<file path="src/rtl/score_digits_render.sv">
// Sequential double-dabble score converter plus NUM_DIGITS glyph renderer with frame-synchronous display update.
// Optional build macro LEADING_ZERO_BLANK_EN blanks leading zero digits (the last digit is always drawn).
module score_digits_render #(
    parameter int NUM_DIGITS = 5,
    parameter int SCORE_W    = 17,
    parameter int X0         = 20,
    parameter int Y0         = 70,
    parameter int PITCH      = 26
) (
    input  logic               clk,
    input  logic               rst_n,
    input  logic               score_load,
    input  logic [SCORE_W-1:0] score,
    output logic               busy,
    input  logic               frame_start,
    input  logic [9:0]         col,
    input  logic [9:0]         row,
    input  logic               valid,
    input  logic [5:0]         fg_color,
    output logic [5:0]         digit_rgb
);

    localparam int BCD_W = 4 * NUM_DIGITS;
    localparam int CNT_W = $clog2(SCORE_W + 1);
    localparam logic [CNT_W-1:0] LAST_SHIFT = CNT_W'(SCORE_W - 1);
    localparam logic [BCD_W-1:0] ALL_NINES = {NUM_DIGITS{4'h9}};
    localparam logic [10:0] Y0_11 = 11'(Y0);

    function automatic logic [63:0] max_value(input int n);
        logic [63:0] v;
        v = 64'd1;
        for (int k = 0; k < n; k++) v = v * 64'd10;
        return v - 64'd1;
    endfunction

    localparam logic [63:0] MAX_VAL = max_value(NUM_DIGITS);

    // Per digit, five 3-bit section codes {A,B,C,D,E}; code bits are {middle, right, left}.
    function automatic logic [14:0] glyph_pattern(input logic [3:0] d);
        case (d)
            4'd0:    glyph_pattern = {3'b111, 3'b011, 3'b011, 3'b011, 3'b111};
            4'd1:    glyph_pattern = {3'b010, 3'b010, 3'b010, 3'b010, 3'b010};
            4'd2:    glyph_pattern = {3'b111, 3'b010, 3'b111, 3'b001, 3'b111};
            4'd3:    glyph_pattern = {3'b111, 3'b010, 3'b111, 3'b010, 3'b111};
            4'd4:    glyph_pattern = {3'b011, 3'b011, 3'b111, 3'b010, 3'b010};
            4'd5:    glyph_pattern = {3'b111, 3'b001, 3'b111, 3'b010, 3'b111};
            4'd6:    glyph_pattern = {3'b111, 3'b001, 3'b111, 3'b011, 3'b111};
            4'd7:    glyph_pattern = {3'b111, 3'b010, 3'b010, 3'b010, 3'b010};
            4'd8:    glyph_pattern = {3'b111, 3'b011, 3'b111, 3'b011, 3'b111};
            4'd9:    glyph_pattern = {3'b111, 3'b011, 3'b111, 3'b010, 3'b111};
            default: glyph_pattern = 15'd0;
        endcase
    endfunction

    typedef enum logic {S_IDLE, S_CONV} state_t;

    state_t             state_q, state_d;
    logic [SCORE_W-1:0] bin_q, bin_d;
    logic [BCD_W-1:0]   bcd_q, bcd_d;
    logic [CNT_W-1:0]   cnt_q, cnt_d;
    logic               sat_q, sat_d;
    logic               pend_v_q, pend_v_d;
    logic [SCORE_W-1:0] pend_score_q, pend_score_d;
    logic [BCD_W-1:0]   shadow_q, shadow_d;
    logic [BCD_W-1:0]   display_q, display_d;
    logic [5:0]         pixel_q, pixel_d;

    logic [BCD_W-1:0]   bcd_adj, bcd_shift;
    logic [SCORE_W-1:0] bin_shift, start_score;
    logic               start_en;

    always_ff @(posedge clk or negedge rst_n) begin
        if (!rst_n) begin
            state_q      <= S_IDLE;
            bin_q        <= '0;
            bcd_q        <= '0;
            cnt_q        <= '0;
            sat_q        <= 1'b0;
            pend_v_q     <= 1'b0;
            pend_score_q <= '0;
            shadow_q     <= '0;
            display_q    <= '0;
            pixel_q      <= '0;
        end else begin
            state_q      <= state_d;
            bin_q        <= bin_d;
            bcd_q        <= bcd_d;
            cnt_q        <= cnt_d;
            sat_q        <= sat_d;
            pend_v_q     <= pend_v_d;
            pend_score_q <= pend_score_d;
            shadow_q     <= shadow_d;
            display_q    <= display_d;
            pixel_q      <= pixel_d;
        end
    end

    // The last shift writes the shadow directly from the combinational result, so busy drops with the write.
    always_comb begin
        state_d      = state_q;
        bin_d        = bin_q;
        bcd_d        = bcd_q;
        cnt_d        = cnt_q;
        sat_d        = sat_q;
        pend_v_d     = pend_v_q;
        pend_score_d = pend_score_q;
        shadow_d     = shadow_q;
        start_en     = 1'b0;
        start_score  = score;

        bcd_adj = bcd_q;
        for (int d = 0; d < NUM_DIGITS; d++) begin
            if (bcd_q[4*d +: 4] >= 4'd5) bcd_adj[4*d +: 4] = bcd_q[4*d +: 4] + 4'd3;
        end
        bcd_shift = {bcd_adj[BCD_W-2:0], bin_q[SCORE_W-1]};
        bin_shift = {bin_q[SCORE_W-2:0], 1'b0};

        case (state_q)
            S_IDLE: begin
                if (score_load) start_en = 1'b1;
            end
            S_CONV: begin
                bin_d = bin_shift;
                bcd_d = bcd_shift;
                cnt_d = cnt_q + 1'b1;
                if (score_load) begin
                    pend_v_d     = 1'b1;
                    pend_score_d = score;
                end
                if (cnt_q == LAST_SHIFT) begin
                    shadow_d = sat_q ? ALL_NINES : bcd_shift;
                    if (score_load || pend_v_q) begin
                        start_en    = 1'b1;
                        start_score = score_load ? score : pend_score_q;
                        pend_v_d    = 1'b0;
                    end else begin
                        state_d = S_IDLE;
                    end
                end
            end
            default: state_d = S_IDLE;
        endcase

        if (start_en) begin
            state_d = S_CONV;
            bin_d   = start_score;
            bcd_d   = '0;
            cnt_d   = '0;
            sat_d   = (64'(start_score) > MAX_VAL);
        end
    end

    always_comb begin
        display_d = frame_start ? shadow_q : display_q;
    end

    logic [10:0] col_x, row_y, row_rel, off, col_rel;
    logic [2:0]  sec;
    logic [2:0]  code;
    logic [3:0]  digit;
    logic [14:0] pat;
    logic        row_in, col_in, in_l, in_m, in_r, lit, seen, blank;

    // Bounds are widened to 11 bits so glyphs near column 1023 never wrap.
    always_comb begin
        col_x   = {1'b0, col};
        row_y   = {1'b0, row};
        row_rel = row_y - Y0_11;
        row_in  = (row_y > Y0_11) && (row_y <= Y0_11 + 11'd40);
        if (row_rel <= 11'd10)      sec = 3'd0;
        else if (row_rel <= 11'd15) sec = 3'd1;
        else if (row_rel <= 11'd25) sec = 3'd2;
        else if (row_rel <= 11'd30) sec = 3'd3;
        else                        sec = 3'd4;

        lit     = 1'b0;
        seen    = 1'b0;
        blank   = 1'b0;
        off     = '0;
        col_rel = '0;
        col_in  = 1'b0;
        in_l    = 1'b0;
        in_m    = 1'b0;
        in_r    = 1'b0;
        digit   = '0;
        pat     = '0;
        code    = '0;
        for (int i = 0; i < NUM_DIGITS; i++) begin
            digit = display_q[4*(NUM_DIGITS-1-i) +: 4];
`ifdef LEADING_ZERO_BLANK_EN
            if (digit != 4'd0) seen = 1'b1;
            blank = !seen && (i != NUM_DIGITS - 1);
`else
            blank = 1'b0;
`endif
            off     = 11'(X0 + i * PITCH);
            col_rel = col_x - off;
            col_in  = (col_x > off) && (col_rel <= 11'd25);
            in_l    = (col_rel <= 11'd10);
            in_m    = (col_rel > 11'd10) && (col_rel <= 11'd15);
            in_r    = (col_rel > 11'd15);
            pat     = glyph_pattern(digit);
            code    = pat[3*(3'd4 - sec) +: 3];
            if (row_in && col_in && !blank &&
                ((code[0] && in_l) || (code[1] && in_r) || (code[2] && in_m)))
                lit = 1'b1;
        end
        pixel_d = (valid && lit) ? fg_color : 6'b000000;
    end

    assign busy      = (state_q == S_CONV);
    assign digit_rgb = pixel_q;

endmodule

</file>
<file path="config.mk">
export PLATFORM = sky130hd
export DESIGN_NAME = score_digits_render
export DESIGN_NICKNAME = d
export VERILOG_FILES = /design/src/rtl/score_digits_render.sv
export SDC_FILE = /design/constraint.sdc
export NUM_CORES = 1
export LEC_CHECK = 0
export CORE_MARGIN = 5
export CORE_UTILIZATION = 60
export DETAILED_ROUTE_END_ITERATION = 6
export GPL_TIMING_DRIVEN = 0
export PLACE_DENSITY_LB_ADDON = 0.25
export REMOVE_ABC_BUFFERS = 1
export SLEW_MARGIN = 20
export SYNTH_ARGS = -nofsm -noshare
export SYNTH_HDL_FRONTEND = slang
export SYNTH_SLANG_ARGS = --single-unit
</file>
<file path="constraint.sdc">
create_clock -name clk -period 7.3 [get_ports clk]
set_input_delay 1.46 -clock clk [delete_from_list [all_inputs] [get_ports clk]]
set_output_delay 1.46 -clock clk [all_outputs]
set_load 0.03 [all_outputs]
</file>
Yosys cells after proc, flatten, opt, wreduce, memory -nomap -nowiden

Memory sizes are Yosys's and may differ from the RTL's.
Cells that the tools add are included.

Bits in registers: 108
Bits in read-only memories: 1040
Bits of input ports: 48
Output and inout bits: 7
Logic and storage cells: 164
Memories: 5

Memory list:

| memory          | depth | bits a word | rd ports | clocked after memory_dff | write ports | line | text |
|---|---|---|---|---|---|---|---|
| (no name shown) | 16    | 13          | 1        | 0                        | 0           | 40   | `case (d)` |
| (no name shown) | 16    | 13          | 1        | 0                        | 0           | 40   |  |
| (no name shown) | 16    | 13          | 1        | 0                        | 0           | 40   |  |
| (no name shown) | 16    | 13          | 1        | 0                        | 0           | 40   |  |
| (no name shown) | 16    | 13          | 1        | 0                        | 0           | 40   |  |

Add/sub/neg operators: 13
$mul: 1
$lt $le $gt $ge: 42
Eq/ne operators: 1
Shifts and indexed selects: 5
Mux-type cells: 36
Bitwise logic cells: 1
Reductions and logical operators: 50

Operators with widths:

| cell                    | number |
|---|---|
| $shiftx A15 B33 Y3      | 5 |
| $le A11 B4 Y1 const B   | 12 |
| $gt A11 B4 Y1 const B   | 10 |
| $mux W17                | 6 |
| $le A11 B5 Y1 const B   | 7 |
| $mux W20                | 3 |
| $sub A10 B7 Y11 const B | 4 |
| $gt A10 B7 Y1 const B   | 4 |
| $logic_and A1 B1 Y1     | 37 |
| $ge A4 B3 Y1 const B    | 5 |
| $gt A17 B17 Y1 const B  | 1 |
| $add A4 B2 Y4 const B   | 4 |
| $mux W4                 | 4 |
| $mux W3                 | 5 |
| $mux W1                 | 14 |
| $logic_or A1 B1 Y1      | 11 |
| $sub A10 B5 Y11 const B | 1 |
| $sub A10 B6 Y11 const B | 1 |
| $gt A10 B5 Y1 const B   | 1 |
| $gt A10 B6 Y1 const B   | 1 |
| $le A10 B7 Y1 const B   | 1 |
| $mux W5                 | 2 |
| $mul A3 B4 Y7 const A   | 1 |
| $mux W6                 | 1 |
| 8 further kinds         | 8 |

Longest topological paths before layout

Gate-level depths: netlist of run 1.

Depth after elaboration: 20
Depth in mapped cells: 13
Mapped depth without buffers: 10

Least setup slack after synthesis of run 1

No wires, ideal clock.

Path type: input to register
Start: input row[1]
End: register pixel_q[0], in the netlist digit_rgb[0]
Library setup time: 146 ps
Data arrival time: 3836 ps
Required time: 7154 ps
Setup slack: 3319 ps
Cell stages on the path: 12
Buffers on the path: 3
Path through: ha_1 -> buf_2 -> or2_1 -> buf_2 -> or2_0 -> buf_2 -> nor3_4 -> nor2_1 -> a211oi_1 -> o32ai_1 -> a2111oi_4 -> a31oi_1

Longest elaborated chain between the ends: 20
Elaborated cells between the ends (all ways): 61
Classes of those cells: 2 x add/sub; 1 x mul; 6 x order compare; 5 x shift; 10 x mux; 37 x reduce/logical

Ends and longest elaborated chain:

| element                          | line | text |
|---|---|---|
| from (decl)                      | 17   | `input logic [9:0] row,` |
| $sub A10 B7 Y11                  | 168  | `row_rel = row_y - Y0_11;` |
| $le A11 B5 Y1                    | 173  | `else if (row_rel <= 11'd30) sec = 3'd3;` |
| $mux W3                          | 173  |  |
| $mux W3                          | 172  | `else if (row_rel <= 11'd25) sec = 3'd2;` |
| $mux W3                          | 171  | `else if (row_rel <= 11'd15) sec = 3'd1;` |
| $mux W3                          | 170  | `if (row_rel <= 11'd10) sec = 3'd0;` |
| $sub A3 B3 Y4                    | 203  | `code = pat[3*(3'd4 - sec) +: 3];` |
| $mul A3 B4 Y7                    | 203  |  |
| $shiftx A15 B33 Y3               | 203  |  |
| $logic_and A1 B1 Y1              | 205  | `((code[0] && in_l) \|\| (code[1] && in_r) \|\| (code[2] && in_m)))` |
| $logic_or A1 B1 Y1 (2 in series) | 205  |  |
| $logic_and A1 B1 Y1              | 204  | `if (row_in && col_in && !blank &&` |
| $mux W1 (4 in series)            | 204  |  |
| $mux W1 (*)                      | 204  |  |
| $logic_and A1 B1 Y1 (*)          | 208  | `pixel_d = (valid && lit) ? fg_color : 6'b000000;` |
| $mux W6 (*)                      | 208  |  |
| named net pixel_d[0]             | 66   | `logic [5:0] pixel_q, pixel_d;` |
| to (signal assigned)             | 94   | `pixel_q <= pixel_d;` |
| to (decl)                        | 66   |  |

The timed path passes the listed nets; every way through them passes the cells marked *.
A chain may end at the register's enable or synchronous reset.

Worst setup path after layout of run 1

Start: input col[4]
End: register pixel_q[3], in the netlist digit_rgb[3]

Longest elaborated chain between the ends: 13
Elaborated cells between the ends (all ways): 87
Classes of those cells: 5 x add/sub; 30 x order compare; 6 x mux; 46 x reduce/logical

Ends and longest elaborated chain:

| element                                                          | line     | text |
|---|---|---|
| from (decl)                                                      | 16       | `input logic [9:0] col,` |
| $sub A10 B5 Y11                                                  | 197      | `col_rel = col_x - off;` |
| $le A11 B4 Y1, or another cell as far along                      | 199      | `in_l = (col_rel <= 11'd10);` |
| $logic_and A1 B1 Y1 (on tied branches)                           | 205, 200 |  |
| $logic_or A1 B1 Y1 / $logic_and A1 B1 Y1 (equally long branches) | 205      |  |
| $logic_or A1 B1 Y1                                               | 205      |  |
| $logic_and A1 B1 Y1                                              | 204      |  |
| $mux W1 (4 in series)                                            | 204      |  |
| $mux W1 (*)                                                      | 204      |  |
| $logic_and A1 B1 Y1 (*)                                          | 208      |  |
| $mux W6 (*)                                                      | 208      |  |
| named net pixel_d[3]                                             | 66       |  |

Marked as above.

==> flow_summary.yaml, run 1 <==
setup_path:
  maximum_fanout_encountered_on_the_critical_timing_path: 15
  path_buf_inv: 2
  critical_path_rt_ns: 7.57
  kind_of_capture_point_of_the_worst_setup_path: "register"
  critPathArrivalTime_ns: 5.39
  slowest_cell_on_the_critical_path: "sky130_fd_sc_hd__a2111oi_0"
  setup.reg_to_reg.worst_slack_ns: 3.59
  timing.critical_path.max_delay_family: "compound AO/OA/AOI/OAI gates"
  critPathMaxStageDelay_ns: 0.93
  worstPathCellList: "clkdlybuf4s50_1 -> clkinv_1 -> ha_1 -> a211o_1 -> nand2_1 -> xor2_1 -> nor2_1 -> o2111ai_1 -> a2111oi_0 -> a2111oi_4 -> a31oi_1"
  crit_path_start_kind: "input port"
  criticalPathCategory: "in -> reg"
floorplanning:
  core_region_area_sq_um: 13240
  floorplan.io_pins: 55
  rows: 42
  fp.dieW_um: 126.2
  start_util_pct: 61.22
  die_height_um: 126.2
  design.die.area_sq_um: 15940
drt:
  remaining_drc_errors: 0
  detail_route.wl_per_cell_um: 16.96
  routed_via_density: 6.244
  routed_wirelength_mm: 19.37
  first_pass_iters: 5
  drtIter0Drc: 640
  drtAntennaViolNets: 0
  routed-via-count: 7131
logic_synthesis:
  synth_cell_type_count: 87
  yosys_register_bits: 108
  yosys.area.top_type_share_pct: 33.34
  synthArstFlopShare_pct: 100.0
  ys_dominant_reg_cell: "sky130_fd_sc_hd__dfrtp_1"
  synth_warnings: 0
  synth_seq_area_share_pct: 33.34
  synthesis.instances: 937
  synth_largest_area_cell: "sky130_fd_sc_hd__dfrtp_1"
  syn-cell-area_sq_um: 8107
  yosys-top-cells-area: "sky130_fd_sc_hd__dfrtp_1, sky130_fd_sc_hd__ha_1, sky130_fd_sc_hd__o21ai_0"
  post_synth.cell_area_avg_sq_um: 8.652
  synth_edf_count: 0
cts:
  tritoncts.num_buffers: 9
  worst_skew_pair.late_latency_ns: 0.35
  cts-resized-gates: 0
  cts_htree_levels: 3
  hold_buf_cts: 0
  clock_tree.buffer_depth: 2
  clk_transition_reported_paths_ns: 0.07
  clockRootBuffer: "sky130_fd_sc_hd__clkbuf_16"
  cts_setup_buffers: 0
  tritoncts_clock_tree: "done"
  cts_sinks: 108
job:
  max_cap_viols: 0
placed_design:
  dp_worst_setup_slack_ns: 1.867
  place.port_buffers: 54
  dp.final_hpwl_mm: 14.12
  gp_routability_congestion: 0.9721
pwr:
  vdd_ir_drop_max_uv: 217.2
  leakagePower_nw: 3.809
  cellPowerDensity_nw_per_um2: 296.1
global_routing:
  global_route.overflow_total: 0
  grt_first_pass_wirelength_mm: 32.73
  pin_count_of_the_biggest_net_entering_global_routing: 61
  grt_use_total_pct: 24.25
  grt_pass1_vias: 6768
  grt_antenna_before_repair: 0
status:
  status: "completed"
finish:
  finish.net_count: 1075
  layout.filler_cells: 1089
  drive_gt1_share_pct: 8.282
  insertedDiodeCount: 0
  area_growth_syn_to_layout_pct: 11.59
sta:
  slew-limit-headroom_pct: 30.49
  number_of_hold_violations_in_the_final_report: 0
  final.min_clock_period_ns: 5.126
  report.final.setup_viol: 0
  total_count_of_max_transition_violations_in_the_final_report: 0
  setup_repair_after_global_routing_missed_its_margin: "no"
  layout_worst_path_cycle_share_pct: 70.22
  setup-tns-final_ns: 0
  worst_slack_ns: 2.174
  tightest_slew_ns: 1.016
  finalClockSkew_ns: 0.01073
  timing.fmax_ghz: 0.1951
min_path:
  worstHoldPathType: "reg -> reg"
per-layer routing:
metal / vias to the layer above / wire (um) / global-route usage, %
li1: 3454 / - / -
met4: 0 / 687 / 10.41
met1: 3365 / 8441 / 32.48
met5: - / 0 / 0
met2: 255 / 9166 / 39.22
met3: 57 / 1076 / 3.768
path summary, 6_finish.rpt:
check                      cells after the start            to         from
min reg2reg                                    2  display_q[6]  shadow_q[6]
max                                           11  digit_rgb[3]       col[4]
min in group asynchronous                      1     bcd_q[15]        rst_n
max in group asynchronous                      2      bin_q[4]        rst_n
max reg2reg                                   11         sat_q     cnt_q[0]
min                                            2  display_q[6]  shadow_q[6]
cell families (layout without fill, tap and decap cells):
family | count (synthesis) | after routing | share of synthesized area, %
AND/OR/NAND/NOR | 327 | 327 | 20.17
AO/OA/AOI/OAI | 283 | 283 | 23.40
flip-flops | 108 | 108 | 33.34
buffers and inverters | 86 | 115 | 4.244
adder cells (fa/ha/maj) | 66 | 66 | 10.19
multiplexers | 48 | 48 | 6.421
XOR/XNOR | 19 | 19 | 2.238
sequential cells by signal (all words and copies together), names as in the netlist:
signal and count:
bcd_q 20, display_q 20, shadow_q 20, bin_q 17
pend_score_q 17, digit_rgb 6, cnt_q 5, busy 1
pend_v_q 1, sat_q 1
metrics by stage:
step	total power, mW	instances	cell area, sq um	hold WS [ns]	util (%)
final	2.678	1142	9046	0.4805	68.31
after global routing	2.910	1142	9046	0.5183	68.31
after global placement	2.119	1123	8681	0.4522	65.55
after detailed placement	2.167	1125	8732	0.4585	65.94
after floorplan	1.836	893	7920	0.4391	-
after CTS	2.674	1141	9040	0.4819	68.26
tightest hold or removal path: stages (launching register included):
cell and delay, ns:
sky130_fd_sc_hd__dfrtp_1 0.34, sky130_fd_sc_hd__nand2_1 0.05, sky130_fd_sc_hd__o21ai_0 0.06
cell usage after synthesis, types with 10 or more instances:
master,instances
sky130_fd_sc_hd__clkbuf_1,33
sky130_fd_sc_hd__a21oi_1,57
sky130_fd_sc_hd__nor3_1,16
sky130_fd_sc_hd__xnor2_1,10
sky130_fd_sc_hd__nand3_1,19
sky130_fd_sc_hd__nand2_1,116
sky130_fd_sc_hd__nor2b_1,16
sky130_fd_sc_hd__mux2i_1,18
sky130_fd_sc_hd__dfrtp_1,108
sky130_fd_sc_hd__mux2_2,29
sky130_fd_sc_hd__nand4_1,15
sky130_fd_sc_hd__ha_1,66
sky130_fd_sc_hd__nand2b_1,18
sky130_fd_sc_hd__o21ai_0,91
sky130_fd_sc_hd__a31oi_1,17
sky130_fd_sc_hd__inv_1,41
sky130_fd_sc_hd__nor2_1,69
area by class of cell:
class	count	area, sq um	area share [%]
Clock buffer	10	239.0	2.642
Clock inverter	6	68.82	0.7607
Inverter	42	157.7	1.743
Tap cell	176	220.2	2.434
Sequential cell	108	2703	29.88
Timing Repair Buffer	57	586.8	6.487
Multi-Input combinational cell	743	5071	56.06
report_power, final:
part / internal, mW / switching, mW
registers: 0.811 / 0.216
clock network: 0.278 / 0.219
logic: 0.490 / 0.665
total: 1.58 / 1.10
cell usage in the layout, fill, tap and decap left out, types with 6 or more instances in the layout:
master,count
sky130_fd_sc_hd__a2111oi_0,6
sky130_fd_sc_hd__a211oi_1,9
sky130_fd_sc_hd__a21oi_1,57
sky130_fd_sc_hd__a22o_1,7
sky130_fd_sc_hd__a22oi_1,9
sky130_fd_sc_hd__a31oi_1,17
sky130_fd_sc_hd__and2_1,7
sky130_fd_sc_hd__clkbuf_16,9
sky130_fd_sc_hd__clkdlybuf4s50_1,52
sky130_fd_sc_hd__dfrtp_1,108
sky130_fd_sc_hd__ha_1,66
sky130_fd_sc_hd__inv_1,41
sky130_fd_sc_hd__mux2_2,29
sky130_fd_sc_hd__mux2i_1,18
sky130_fd_sc_hd__nand2_1,116
sky130_fd_sc_hd__nand2b_1,18
sky130_fd_sc_hd__nand3_1,19
sky130_fd_sc_hd__nand4_1,15
sky130_fd_sc_hd__nor2_1,68
sky130_fd_sc_hd__nor2b_1,16
sky130_fd_sc_hd__nor3_1,16
sky130_fd_sc_hd__nor3b_1,8
sky130_fd_sc_hd__nor4_1,8
sky130_fd_sc_hd__o211ai_1,8
sky130_fd_sc_hd__o21ai_0,90
sky130_fd_sc_hd__o22ai_1,6
sky130_fd_sc_hd__xnor2_1,10
sky130_fd_sc_hd__xor2_1,7
(Power assumes the default switching activity.)
==> inputs of run 2 (changes only) <==
==> constraint.sdc (replaced) <==
create_clock -name clk -period 5.3 [get_ports clk]
set_input_delay 1.06 -clock clk [delete_from_list [all_inputs] [get_ports clk]]
set_output_delay 1.06 -clock clk [all_outputs]
set_load 0.03 [all_outputs]
==> results of run 2 <==
The final DEF is identical to that of run 1. Status: completed.
Among the figures that moved: setup slack after placement 1.867 ns -> 0.2675 ns; setup slack after layout 2.174 ns -> 0.5742 ns; register-to-register setup slack 3.59 ns -> 1.59 ns; total power 2.678 mW -> 3.689 mW; worst IR drop on VDD 217.2 uV -> 299.2 uV
==> inputs of run 3 (changes only) <==
--- a/config.mk
+++ b/config.mk
@@ -6,10 +6,11 @@
 export NUM_CORES = 1
 export LEC_CHECK = 0
 export CORE_MARGIN = 5
-export CORE_UTILIZATION = 60
+export CORE_UTILIZATION = 55
 export DETAILED_ROUTE_END_ITERATION = 6
 export GPL_TIMING_DRIVEN = 0
-export PLACE_DENSITY_LB_ADDON = 0.25
+export PLACE_DENSITY = 0.79
+export RECOVER_POWER = 25
 export REMOVE_ABC_BUFFERS = 1
 export SLEW_MARGIN = 20
 export SYNTH_ARGS = -nofsm -noshare
==> constraint.sdc (replaced) <==
create_clock -name clk -period 4.22 [get_ports clk]
set_input_delay 0.844 -clock clk [delete_from_list [all_inputs] [get_ports clk]]
set_output_delay 0.844 -clock clk [all_outputs]
set_load 0.03 [all_outputs]
==> flow_summary.yaml, run 3 (synthesized netlist as in run 1, its figures left out) <==
drt:
  first_pass_iters: 5
  remaining_drc_errors: 0
  detail_route.wl_per_cell_um: 17.13
  routed_wirelength_mm: 19.79
  routed_via_density: 6.231
  drtIter0Drc: 749
  drtAntennaViolNets: 0
  routed-via-count: 7197
global_routing:
  grt_pass1_vias: 6923
  grt_first_pass_wirelength_mm: 33.47
  grt_use_total_pct: 22.50
  pin_count_of_the_biggest_net_entering_global_routing: 65
  grt_antenna_before_repair: 0
  global_route.overflow_total: 0
setup_path:
  criticalPathCategory: "in -> reg"
  maximum_fanout_encountered_on_the_critical_timing_path: 9
  kind_of_capture_point_of_the_worst_setup_path: "register"
  crit_path_start_kind: "input port"
  setup.reg_to_reg.worst_slack_ns: 0.63
  critical_path_rt_ns: 4.43
  critPathArrivalTime_ns: 4.35
cts:
  clock_tree.buffer_depth: 2
  cts_htree_levels: 3
  tritoncts_clock_tree: "done"
  clk_transition_reported_paths_ns: 0.08
  tritoncts.num_buffers: 9
  worst_skew_pair.late_latency_ns: 0.35
  cts_sinks: 108
  clockRootBuffer: "sky130_fd_sc_hd__clkbuf_16"
job:
  max_cap_viols: 1
placed_design:
  post-place-cells: 1133
  place.port_buffers: 54
  dp.final_hpwl_mm: 14.39
  gp_routability_congestion: 0.9664
finish:
  area_growth_syn_to_layout_pct: 12.70
  multi_input_area_sq_um: 5119
  insertedDiodeCount: 0
  finalNonFillerCells: 1155
  drive_gt1_share_pct: 9.063
  postLayoutCoreUtil_pct: 63.10
  layout.filler_cells: 1196
  most_frequent_cells_in_the_layout: "sky130_fd_sc_hd__nand2_1, sky130_fd_sc_hd__dfrtp_1, sky130_fd_sc_hd__o21ai_0"
  finish.net_count: 1081
  mostFrequentLayoutCell: "sky130_fd_sc_hd__nand2_1"
  final-seq-area_sq_um: 2703
  largest_registers: "bcd_q (20), display_q (20), shadow_q (20)"
pwr:
  design_power_total_mw: 4.600
  vdd_ir_drop_max_uv: 397.1
  leakagePower_nw: 3.858
  cellPowerDensity_nw_per_um2: 503.5
sta:
  slew-limit-headroom_pct: -68.83
  layout_worst_path_cycle_share_pct: 98.05
  final.min_clock_period_ns: 4.138
  total_count_of_max_transition_violations_in_the_final_report: 45
  report.final.setup_viol: 0
  tightest_slew_ns: 2.533
  timing.fmax_ghz: 0.2417
  number_of_hold_violations_in_the_final_report: 0
  finalClockSkew_ns: 0.01053
status:
  failed_checks: "max-capacitance violations, max-slew violations"
  status: "finished, violations left"
floorplanning:
  fp.dieW_um: 131.4
  start_util_pct: 55.99
  design.die.area_sq_um: 17270
  core_region_area_sq_um: 14480
  floorplan.io_pins: 55
  die_height_um: 131.4
  rows: 44
min_path:
  worstHoldPathType: "reg -> reg"
==> run 3: stage by stage <==
stage / hold slack, ns / TNS [ns] / worst slack, ns / area (sq um)
3_5_place_dp: 0.4708 / -2.583 / -0.4434 / 8742
2_1_floorplan: 0.4391 / 0 / 0.9255 / 7920
4_1_cts: 0.4213 / 0 / 0.01052 / 9025
5_1_grt: 0.5025 / -0.09328 / -0.03842 / 9136
6_report: 0.4846 / 0 / 0.08230 / 9136
3_3_place_gp: 0.4544 / -184.18 / -1.691 / 8691
==> run 3: power by group <==
part	total, mW	switching, mW	internal (mW)
Sequential	1.78	0.375	1.40
Clock	0.803	0.392	0.411
Combinational	2.02	1.17	0.856
==> run 3: final timing paths <==
check	startpoint	endpoint	depth (start not counted)
setup / recovery	row[1]	digit_rgb[2]	12
hold / removal	shadow_q[0]	shadow_q[0]	2
min in group asynchronous	rst_n	digit_rgb[1]	1
max in group asynchronous	rst_n	cnt_q[1]	1
setup reg to reg	cnt_q[0]	sat_q	11
hold reg to reg	shadow_q[0]	shadow_q[0]	2
==> run 3: cell type report <==
cell class,instances,area share (%)
Sequential cell,108,29.58
Multi-Input combinational cell,743,56.03
Inverter,42,1.767
Timing Repair Buffer,63,7.025
Clock inverter,6,0.6163
Tap cell,184,2.520
Clock buffer,9,2.465
==> run 3: layer usage <==
metal | wire length [um] | up-vias | track usage [%] | share of wire, %
li1 | - | 3466 | - | -
met1 | 8803 | 3438 | 29.74 | 44
met2 | 9495 | 242 | 38.01 | 48
met3 | 968 | 51 | 2.905 | 4.9
met4 | 520 | 0 | 8.057 | 2.6
met5 | 0 | - | 0 | 0
==> run 3: worst max-delay path: stages <==
cell,delay [ns]
sky130_fd_sc_hd__clkdlybuf4s50_1,0.59
sky130_fd_sc_hd__ha_1,0.39
sky130_fd_sc_hd__or2_1,0.31
sky130_fd_sc_hd__or2_0,0.38
sky130_fd_sc_hd__nor3_4,0.25
sky130_fd_sc_hd__buf_12,0.15
sky130_fd_sc_hd__nor2_1,0.13
sky130_fd_sc_hd__o311ai_0,0.49
sky130_fd_sc_hd__a21boi_1,0.18
sky130_fd_sc_hd__a2111oi_4,0.34
sky130_fd_sc_hd__buf_4,0.20
sky130_fd_sc_hd__a31oi_1,0.08
==> run 3: repair_timing <==
action / CTS / global route
gates resized for setup: 1 / 11
buffers inserted: 0 / 6
hold buffers: 0 / 0
setup endpoints to repair: 6 / 6
pin swaps: 0 / 4
